## src/rtl/uart_rx.sv

```systemverilog
// UART receiver: 2-flop synchroniser, mid-bit sampling FSM, valid/ready output
// with single-cycle framing-error and overrun pulses.
//
// state      | meaning
// -----------+--------------------------------------------------------
// IDLE       | line idle, waiting for rx_s low
// START      | timing half a bit to the middle of the start bit
// DATA       | sampling NUMBER_OF_BITS data bits mid-bit, LSB first
// STOP       | waiting one bit to the middle of the stop bit
// WAIT_IDLE  | bad stop bit seen, waiting for the line to go high again
module uart_rx #(
    parameter int NUMBER_OF_BITS = 8,
    parameter int BAUD_DIVIDER   = 4
) (
    input  logic                      clock,
    input  logic                      reset_n,
    input  logic                      rx,
    output logic                      data_valid,
    input  logic                      data_ready,
    output logic [NUMBER_OF_BITS-1:0] data_bits,
    output logic                      framing_error,
    output logic                      overrun
);

    localparam int HALF   = BAUD_DIVIDER / 2;
    localparam int RATE_W = $clog2(BAUD_DIVIDER);
    localparam int IDX_W  = (NUMBER_OF_BITS > 1) ? $clog2(NUMBER_OF_BITS) : 1;

    localparam logic [RATE_W-1:0] RATE_HALF = RATE_W'(HALF - 1);
    localparam logic [RATE_W-1:0] RATE_FULL = RATE_W'(BAUD_DIVIDER - 1);
    localparam logic [IDX_W-1:0]  IDX_LAST  = IDX_W'(NUMBER_OF_BITS - 1);

    typedef enum logic [2:0] {
        S_IDLE,
        S_START,
        S_DATA,
        S_STOP,
        S_WAIT_IDLE
    } state_t;

    state_t                    state, state_next;
    logic [RATE_W-1:0]         rate_counter, rate_next;
    logic [IDX_W-1:0]          bit_index, index_next;
    logic [NUMBER_OF_BITS-1:0] shift_reg, shift_next;
    logic                      rx_meta, rx_s;
    logic                      deliver;
    logic                      frame_bad;

    // Reset to 1 so a reset never looks like a start bit.
    always_ff @(posedge clock or negedge reset_n) begin
        if (!reset_n) begin
            rx_meta <= 1'b1;
            rx_s    <= 1'b1;
        end else begin
            rx_meta <= rx;
            rx_s    <= rx_meta;
        end
    end

    always_ff @(posedge clock or negedge reset_n) begin
        if (!reset_n) begin
            state        <= S_IDLE;
            rate_counter <= '0;
            bit_index    <= '0;
            shift_reg    <= '0;
        end else begin
            state        <= state_next;
            rate_counter <= rate_next;
            bit_index    <= index_next;
            shift_reg    <= shift_next;
        end
    end

    always_comb begin
        state_next = state;
        rate_next  = rate_counter;
        index_next = bit_index;
        shift_next = shift_reg;
        deliver    = 1'b0;
        frame_bad  = 1'b0;
        case (state)
            S_IDLE: begin
                if (!rx_s) begin
                    state_next = S_START;
                    rate_next  = RATE_HALF;
                end
            end
            S_START: begin
                if (rate_counter != '0) begin
                    rate_next = rate_counter - RATE_W'(1);
                end else if (!rx_s) begin
                    state_next = S_DATA;
                    rate_next  = RATE_FULL;
                    index_next = '0;
                end else begin
                    state_next = S_IDLE;
                end
            end
            S_DATA: begin
                if (rate_counter != '0) begin
                    rate_next = rate_counter - RATE_W'(1);
                end else begin
                    shift_next = {rx_s, shift_reg[NUMBER_OF_BITS-1:1]};
                    rate_next  = RATE_FULL;
                    if (bit_index == IDX_LAST) begin
                        state_next = S_STOP;
                    end else begin
                        index_next = bit_index + IDX_W'(1);
                    end
                end
            end
            S_STOP: begin
                if (rate_counter != '0) begin
                    rate_next = rate_counter - RATE_W'(1);
                end else if (rx_s) begin
                    deliver    = 1'b1;
                    state_next = S_IDLE;
                end else begin
                    frame_bad  = 1'b1;
                    state_next = S_WAIT_IDLE;
                end
            end
            S_WAIT_IDLE: begin
                if (rx_s) begin
                    state_next = S_IDLE;
                end
            end
            default: begin
                state_next = S_IDLE;
            end
        endcase
    end

    // A new word may replace one being consumed on the same edge.
    always_ff @(posedge clock or negedge reset_n) begin
        if (!reset_n) begin
            data_valid    <= 1'b0;
            data_bits     <= '0;
            framing_error <= 1'b0;
            overrun       <= 1'b0;
        end else begin
            framing_error <= frame_bad;
            overrun       <= deliver && data_valid && !data_ready;
            if (deliver && (!data_valid || data_ready)) begin
                data_bits  <= shift_reg;
                data_valid <= 1'b1;
            end else if (data_valid && data_ready) begin
                data_valid <= 1'b0;
            end
        end
    end

endmodule

```

## config.mk

```make
export PLATFORM = sky130hd
export DESIGN_NAME = uart_rx
export DESIGN_NICKNAME = d
export VERILOG_FILES = /design/src/rtl/uart_rx.sv
export SDC_FILE = /design/constraint.sdc
export NUM_CORES = 1
export LEC_CHECK = 0
export CORE_UTILIZATION = 45
export DETAILED_ROUTE_END_ITERATION = 12
export GPL_TIMING_DRIVEN = 0
export HOLD_SLACK_MARGIN = 0.02
export PLACE_DENSITY = 0.66
export SKIP_CTS_REPAIR_TIMING = 1
export SYNTH_ARGS = -nofsm -noshare
export SYNTH_HDL_FRONTEND = slang
export SYNTH_SLANG_ARGS = --single-unit
export TNS_END_PERCENT = 30
```

## constraint.sdc

```tcl
create_clock -name clock -period 1.91 [get_ports clock]
set_input_delay 0.191 -clock clock [delete_from_list [all_inputs] [get_ports clock]]
set_output_delay 0.191 -clock clock [all_outputs]
set_load 0.005 [all_outputs]
```

# == Word-level counts from Yosys, hierarchy flattened ==
# Cells that the tools add are included.
# W data, S select, Z words.
# word_totals
inputBits,4
word_cells,72
ff_bits,29
out_inout_bits,11
# classes
bitwise,1
addsub,2
muxes,28
n_eq_ne,15
n_reduce_logical,16
# ops
op,count
$mux W3,11
$ne A2 B2 Y1 const B,9
$pmux W3 S5,1
$mux W2,6
$mux W1,8
$pmux W2 S4,1
$eq A3 B2 Y1 const B,2
$eq A3 B3 Y1 const B,2
$pmux W3 S2,1
$reduce_and A6 Y1,1
$reduce_bool A2 Y1,3
$reduce_and A5 Y1,1
$logic_and A1 B1 Y1,4
$reduce_and A4 Y1,1
$reduce_bool A4 Y1,1
$add A3 B1 Y3 const B,1
$eq A3 B1 Y1 const B,1
$logic_not A3 Y1,1
$ne A3 B3 Y1 const B,1
$logic_not A1 Y1,2
$reduce_and A2 Y1,1
$sub A2 B1 Y2 const B,1
$logic_or A1 B1 Y1,1
$not A1 Y1,1

# == Depth between registers and ports, before layout ==
# Gate-level depths: netlist (run 1).
# depth
ltp_word,5
mapped_depth,6
mapped_depth_nobuf,6

# == Worst setup path before layout (run 1) ==
# Ideal clock, no wire load.
# synth_timing
kind,register -> register
from,register rate_counter[0]
to,register bit_index[0]
slack_ps,209
setup_time_ps,125
required_time_ps,1785
path_buffers,0
synth_period_minus_slack_ps,1701
stages_incl_launch_ff,7
t_arrival_ps,1576
path_cell_list,dfrtp_1 -> inv_1 -> ha_1 -> nand2_2 -> nor3_4 -> a22o_4 -> mux2_4
# synth_via
elab_chain_len,3
word_cells_on_any_way,4
classes_between,eq/ne: 2; reduce/logical: 2
# synth_rtl
item,line_no,rtl
"start, declared",42,"logic [RATE_W-1:0] rate_counter, rate_next;"
"start signal, assigned",68,rate_counter <= rate_next;
$reduce_bool A2 Y1 *,"89, 100",
$ne A2 B2 Y1 (no line),n/a,
$reduce_and A5 Y1 (no line) *,n/a,
"end signal, assigned",69,bit_index <= index_next;
"end, declared",43,"logic [IDX_W-1:0] bit_index, index_next;"
# Every way passes the cells marked *; elsewhere a longest branch is shown, timed or not.
# A chain may end at the register's enable or synchronous reset.

# == Worst setup path in the final report (run 1) ==
# layout_timing
from,register rate_counter[0]
to,register shift_reg[2]
# layout_via
elab_chain_len,3
# layout_rtl
item,line_no,rtl
$reduce_bool A2 Y1,100,if (rate_counter != '0) begin
$not A1 Y1 (no line),n/a,
$reduce_and A2 Y1 (no line),n/a,
"end signal, assigned",70,shift_reg <= shift_next;
"end, declared",44,"logic [NUMBER_OF_BITS-1:0] shift_reg, shift_next;"
# No other way between the ends.

==> out/results.ini, run 1 <==
[finish]
fin_cells = 153
mostFrequentLayoutCells = dfrtp_1, clkdlybuf4s50_1, mux2_4, nor2_1, mux2_2
final_util_pct = 58.2
drive_gt1_share_pct = 32.8
fin_area_um2 = 1620
nets = 129
final_common_cell = dfrtp_1
syn_to_final_growth_pct = 20.6
diodes = 0

[drt]
route.detailed.drc = 0
drtIter0Drc = 22
via_per_inst = 5.29
finalWirelength_um = 2060
wl_per_cell_um = 13.5
dr.pass1.iters = 4
via_count = 809
drtAntennaViolNets = 0

[placement]
io_buffers = 14
dp_hpwl_um = 1380
dp.cells = 143
globalplace.congestion = 0.801
dpl_cell_area_um2 = 1520
place_ws_ns = -0.0194

[timing]
period_minus_slack_ns = 1.77
final_max_slew_viol_count = 0
finalSetupTns_ns = 0
final_hold_viol_count = 0
min_period_over_period_pct = 92.4
slew_headroom_pct = 57.6
setup_viol = 0
rsz0062_at_grt = no
fmax_mhz = 566
clock_skew_ns = 0.00861
tightest_slew_ns = 0.637
worst_slack_ns = 0.144

[power_and_ir_drop]
switching_share_pct = 29.5
pwr-share-seq_pct = 40.1
internal_power_mw = 1.41
power_frac_clock_pct = 26.1
p_leak_nw = 0.779
p_per_area_nw_per_um2 = 1240
peakVddDrop_uv = 827
combPwrFrac_pct = 33.8
p_switching_mw = 0.589

[clock_network]
root_buffer = clkbuf_4
cts_buffers = 5
clock_latency_ns = 0.33
cts.path.max_buffers = 2
cts_tree = done
clk_pin_slew_ns = 0.09
h-tree-depth = 2
clock-sinks = 29

[synth]
ys_seq_elements = 29
synthesis.nets = 106
avgSynthCellArea_um2 = 13.7
synth_area_um2 = 1340
ys_types = 29
ys_warn_count = 0
yosysSeqAreaShare_pct = 54.3
synthCells = 98

[worst_setup_path]
arrival_ns = 1.98
cpMaxStageDelayCell = dfrtp_1
crit_path_cell_trace = inv_1 -> ha_1 -> nand2_2 -> nor3_4 -> buf_4 -> mux2_2
cp_max_fo = 8
end_kind = flop
slowest_delay_ns = 0.37
cp_data_required_time_ns = 2.12
cp-start-kind = flop
crit_type = flop to flop

[global_routing]
grtUsageTotal_pct = 15.6
grt_max_degree = 30
grt_overflow = 0
grt_pass1_vias = 818
grt_pass1_wl_um = 3740
grt_antenna_before_repair = 0

[die]
start_util_pct = 48.2
row_count = 19
die_h_um = 56.6
dieArea_um2 = 3200
pin_count = 15
coreArea_um2 = 2780
fp.dieW_um = 56.6

[flow_run]
cap_violations = 0

[run_status]
status = finished clean

[min_path]
hold_class = input port to flop

-- power groups by stage --
stage          Clock (mW)  Sequential (mW)  Combinational, mW
4_1_cts             0.535            0.802              0.674
6_report            0.522            0.801              0.676
3_3_place_gp            0            0.810              0.652
5_1_grt             0.563            0.817              0.754
2_1_floorplan           0            0.800              0.518
3_5_place_dp            0            0.813              0.672
-- kinds of logic after synthesis --
kind of cell,count (synthesis),synth area share (%)
DFF,29,54.3
and+or+nand+nor,24,10.1
muxes,21,20.9
buffers and inverters,11,4.76
AOI/OAI and AO/OA,8,5.50
adders and majority gates,5,4.48
-- worst max-delay path: cells and delay by family, from the launching register on --
family                     cells  cell delay [ns]
DFF                            1             0.37
muxes                          1             0.34
and+or+nand+nor                2             0.33
buffers and inverters          2             0.32
adders and majority gates      1             0.29
-- cells in the mapped netlist --
master     n  area (um^2)
a211oi_1   2         15.0
a22o_4     1         17.5
a22oi_1    1         7.51
a311o_2    1         11.3
a311oi_1   1         8.76
a32oi_1    1         8.76
and3_1     2         12.5
buf_4      2         15.0
buf_6      2         22.5
clkbuf_1   1         3.75
dfrtp_1   27          676
dfstp_2    2         52.6
ha_1       4         50.1
inv_1      6         22.5
maj3_1     1         10.0
mux2_2     8         90.1
mux2_4    12          180
mux2i_1    1         10.0
nand2_1    4         15.0
nand2_2    1         6.26
nand2b_1   2         12.5
nand4_1    1         6.26
nor2_1     9         33.8
nor2b_1    1         6.26
nor2b_4    1         13.8
nor3_1     1         5.00
nor3_4     1         16.3
nor3b_1    1         7.51
o21ai_0    1         5.00
-- final timing paths --
check | startpoint | end | slack [ns] | cells after the start
worst min-delay path | rx | rx_meta | 0.28 | 1
max in group asynchronous | reset_n | state[0] | 1.08 | 2
worst max-delay path | rate_counter[0] | shift_reg[2] | 0.14 | 6
worst max register to register | rate_counter[0] | shift_reg[2] | 0.14 | 6
worst min register to register | rx_meta | rx_s | 0.36 | 0
min in group asynchronous | reset_n | bit_index[2] | 0.41 | 2
-- through the flow --
| step | total power, mW | hold slack, ns |
|---|---|---|
| after floorplan | 1.32 | -0.105 |
| after global placement | 1.46 | 0.346 |
| after detailed placement | 1.49 | 0.349 |
| after CTS | 2.01 | 0.269 |
| after global routing | 2.13 | 0.259 |
| final | 2.00 | 0.280 |
-- layer usage --
| metal | vias to the layer above | global-route usage (%) | wire [um] |
|---|---|---|---|
| met2 | 14 | 23.4 | 956 |
| met5 | - | 0 | 0 |
| met4 | 0 | 9.41 | 51 |
| met1 | 406 | 19.8 | 981 |
| li1 | 384 | - | - |
| met3 | 5 | 4.84 | 74 |
-- layout make-up --
| type | count | area (um^2) |
|---|---|---|
| plain buffers | 5 | 41.3 |
| flip-flops and latches | 29 | 728 |
| clock buffers | 7 | 55.1 |
| multi-input cells | 58 | 549 |
| inverters | 6 | 22.5 |
| fillers | 234 | 1160 |
| repair buffers | 16 | 153 |
| well taps | 31 | 38.8 |
| clock inverters | 1 | 30.0 |
Note: power is estimated with default switching activity, not from simulation.
==> run 2: changes to the inputs <==
ABC_CLOCK_PERIOD_IN_PS = 1910   (was unset)
CTS_CLUSTER_DIAMETER = 40   (was unset)
PLACE_DENSITY = unset   (was 0.66)
PLACE_DENSITY_LB_ADDON = 0.05   (was unset)
==> run 2 against run 1 <==
Routed wire length is 3.5% higher. Register-to-register slack improved by 0.04 ns. Core utilization decreased by 0.81 points. Sequential share of layout area rose by 0.64 points. Cell count is 0.65% higher. Critical path type unchanged. Critical endpoint unchanged. Largest power group unchanged. Highest routed layer unchanged.
==> out/results.ini, run 2 (synthesis gave the netlist of run 1 again) <==
[finish]
final_common_cell = dfrtp_1
final_util_pct = 57.4
syn_to_final_growth_pct = 18.9
nets = 130
mostFrequentLayoutCells = dfrtp_1, clkdlybuf4s50_1, mux2_4, nor2_1, mux2_2
diodes = 0
drive_gt1_share_pct = 34.1

[worst_setup_path]
slowest_delay_ns = 0.37
crit_type = flop to flop
r2r_start = rate_counter[0]
crit_start = rate_counter[0]
path_buf_inv = 2
crit_path_cell_trace = inv_1 -> ha_1 -> nand2_2 -> nor3_4 -> buf_4 -> mux2_2
reg2reg_slack_ns = 0.18
critPathTopFamily = flip-flops
cp_data_required_time_ns = 2.12
cpMaxStageDelayCell = dfrtp_1
cp-start-kind = flop
arrival_ns = 1.94
cp_max_fo = 6
end_kind = flop

[drt]
via_count = 788
via_per_inst = 5.12
dr.pass1.iters = 4
drtIter0Drc = 17
finalWirelength_um = 2140
drtAntennaViolNets = 0
wl_per_cell_um = 13.9
route.detailed.drc = 0

[timing]
period_minus_slack_ns = 1.73
holdWs_ns = 0.278
finalSetupTns_ns = 0
final_hold_viol_count = 0
setup_viol = 0
fmax_mhz = 578
rsz0062_at_grt = no
min_period_over_period_pct = 90.6
tightest_slew_ns = 0.638
clock_skew_ns = 0.0125
slew_headroom_pct = 57.4
final_max_slew_viol_count = 0

[placement]
io_buffers = 14
dp_hpwl_um = 1460
globalplace.congestion = 0.812

[die]
row_count = 19
die_h_um = 56.6
dieArea_um2 = 3200
coreArea_um2 = 2780
pin_count = 15
start_util_pct = 48.2
fp.dieW_um = 56.6

[min_path]
holdCritStartpoint = rx
hold_class = input port to flop

[power_and_ir_drop]
peakVddDrop_uv = 662
p_leak_nw = 0.770
p_per_area_nw_per_um2 = 1150

[global_routing]
grt_overflow = 0
grt_pass1_vias = 794
grtUsageTotal_pct = 16.5
grt_antenna_before_repair = 0
grt_pass1_wl_um = 3860
grt_max_degree = 30

[clock_network]
cts_tree = done
root_buffer = clkbuf_4
clock_latency_ns = 0.33
cts_buffers = 5
cts.path.max_buffers = 2
clock-sinks = 29
clk_pin_slew_ns = 0.09
h-tree-depth = 2

[run_status]
status = finished clean

[flow_run]
cap_violations = 0

## run 2: stage by stage
stage	area, um^2	total power, mW	cells	setup slack (ns)
after global routing	1600	1.98	154	0.0720
after global placement	1520	1.47	143	-0.0297
after CTS	1580	1.86	151	-0.0323
after detailed placement	1520	1.50	143	-0.0213
final	1600	1.84	154	0.180
after floorplan	1340	1.32	98	0.209
## run 2: final timing paths
check | end | cells past startpoint
min in group asynchronous | state[0] | 2
setup reg to reg | shift_reg[2] | 6
hold reg to reg | rx_s | 0
setup / recovery | shift_reg[2] | 6
max in group asynchronous | data_bits[2] | 2
hold / removal | rx_meta | 1
## run 2: per-layer routing
metal  up-vias  track usage [%]  routed length [um]
met1       378             21.3                 998
met4         0             6.27                  16
met2        19             24.2                1010
met3         2             7.60                 109
li1        389                -                   -
met5         -                0                   0
## run 2: final cells by class
class | count | area (um^2)
fill | 246 | 1190
sequential | 29 | 728
multi-input combinational | 58 | 549
timing repair buffer | 17 | 160
buffer | 5 | 41.3
tap | 31 | 38.8
clock buffer | 5 | 37.5
inverter | 6 | 22.5
clock inverter | 3 | 17.5
## run 2: power breakdown
part	internal [mW]	switching [mW]	leakage, nW	total, mW
logic	0.364	0.315	0.354	0.679
registers	0.735	0.0673	0.385	0.803
clock network	0.138	0.216	0.0310	0.354
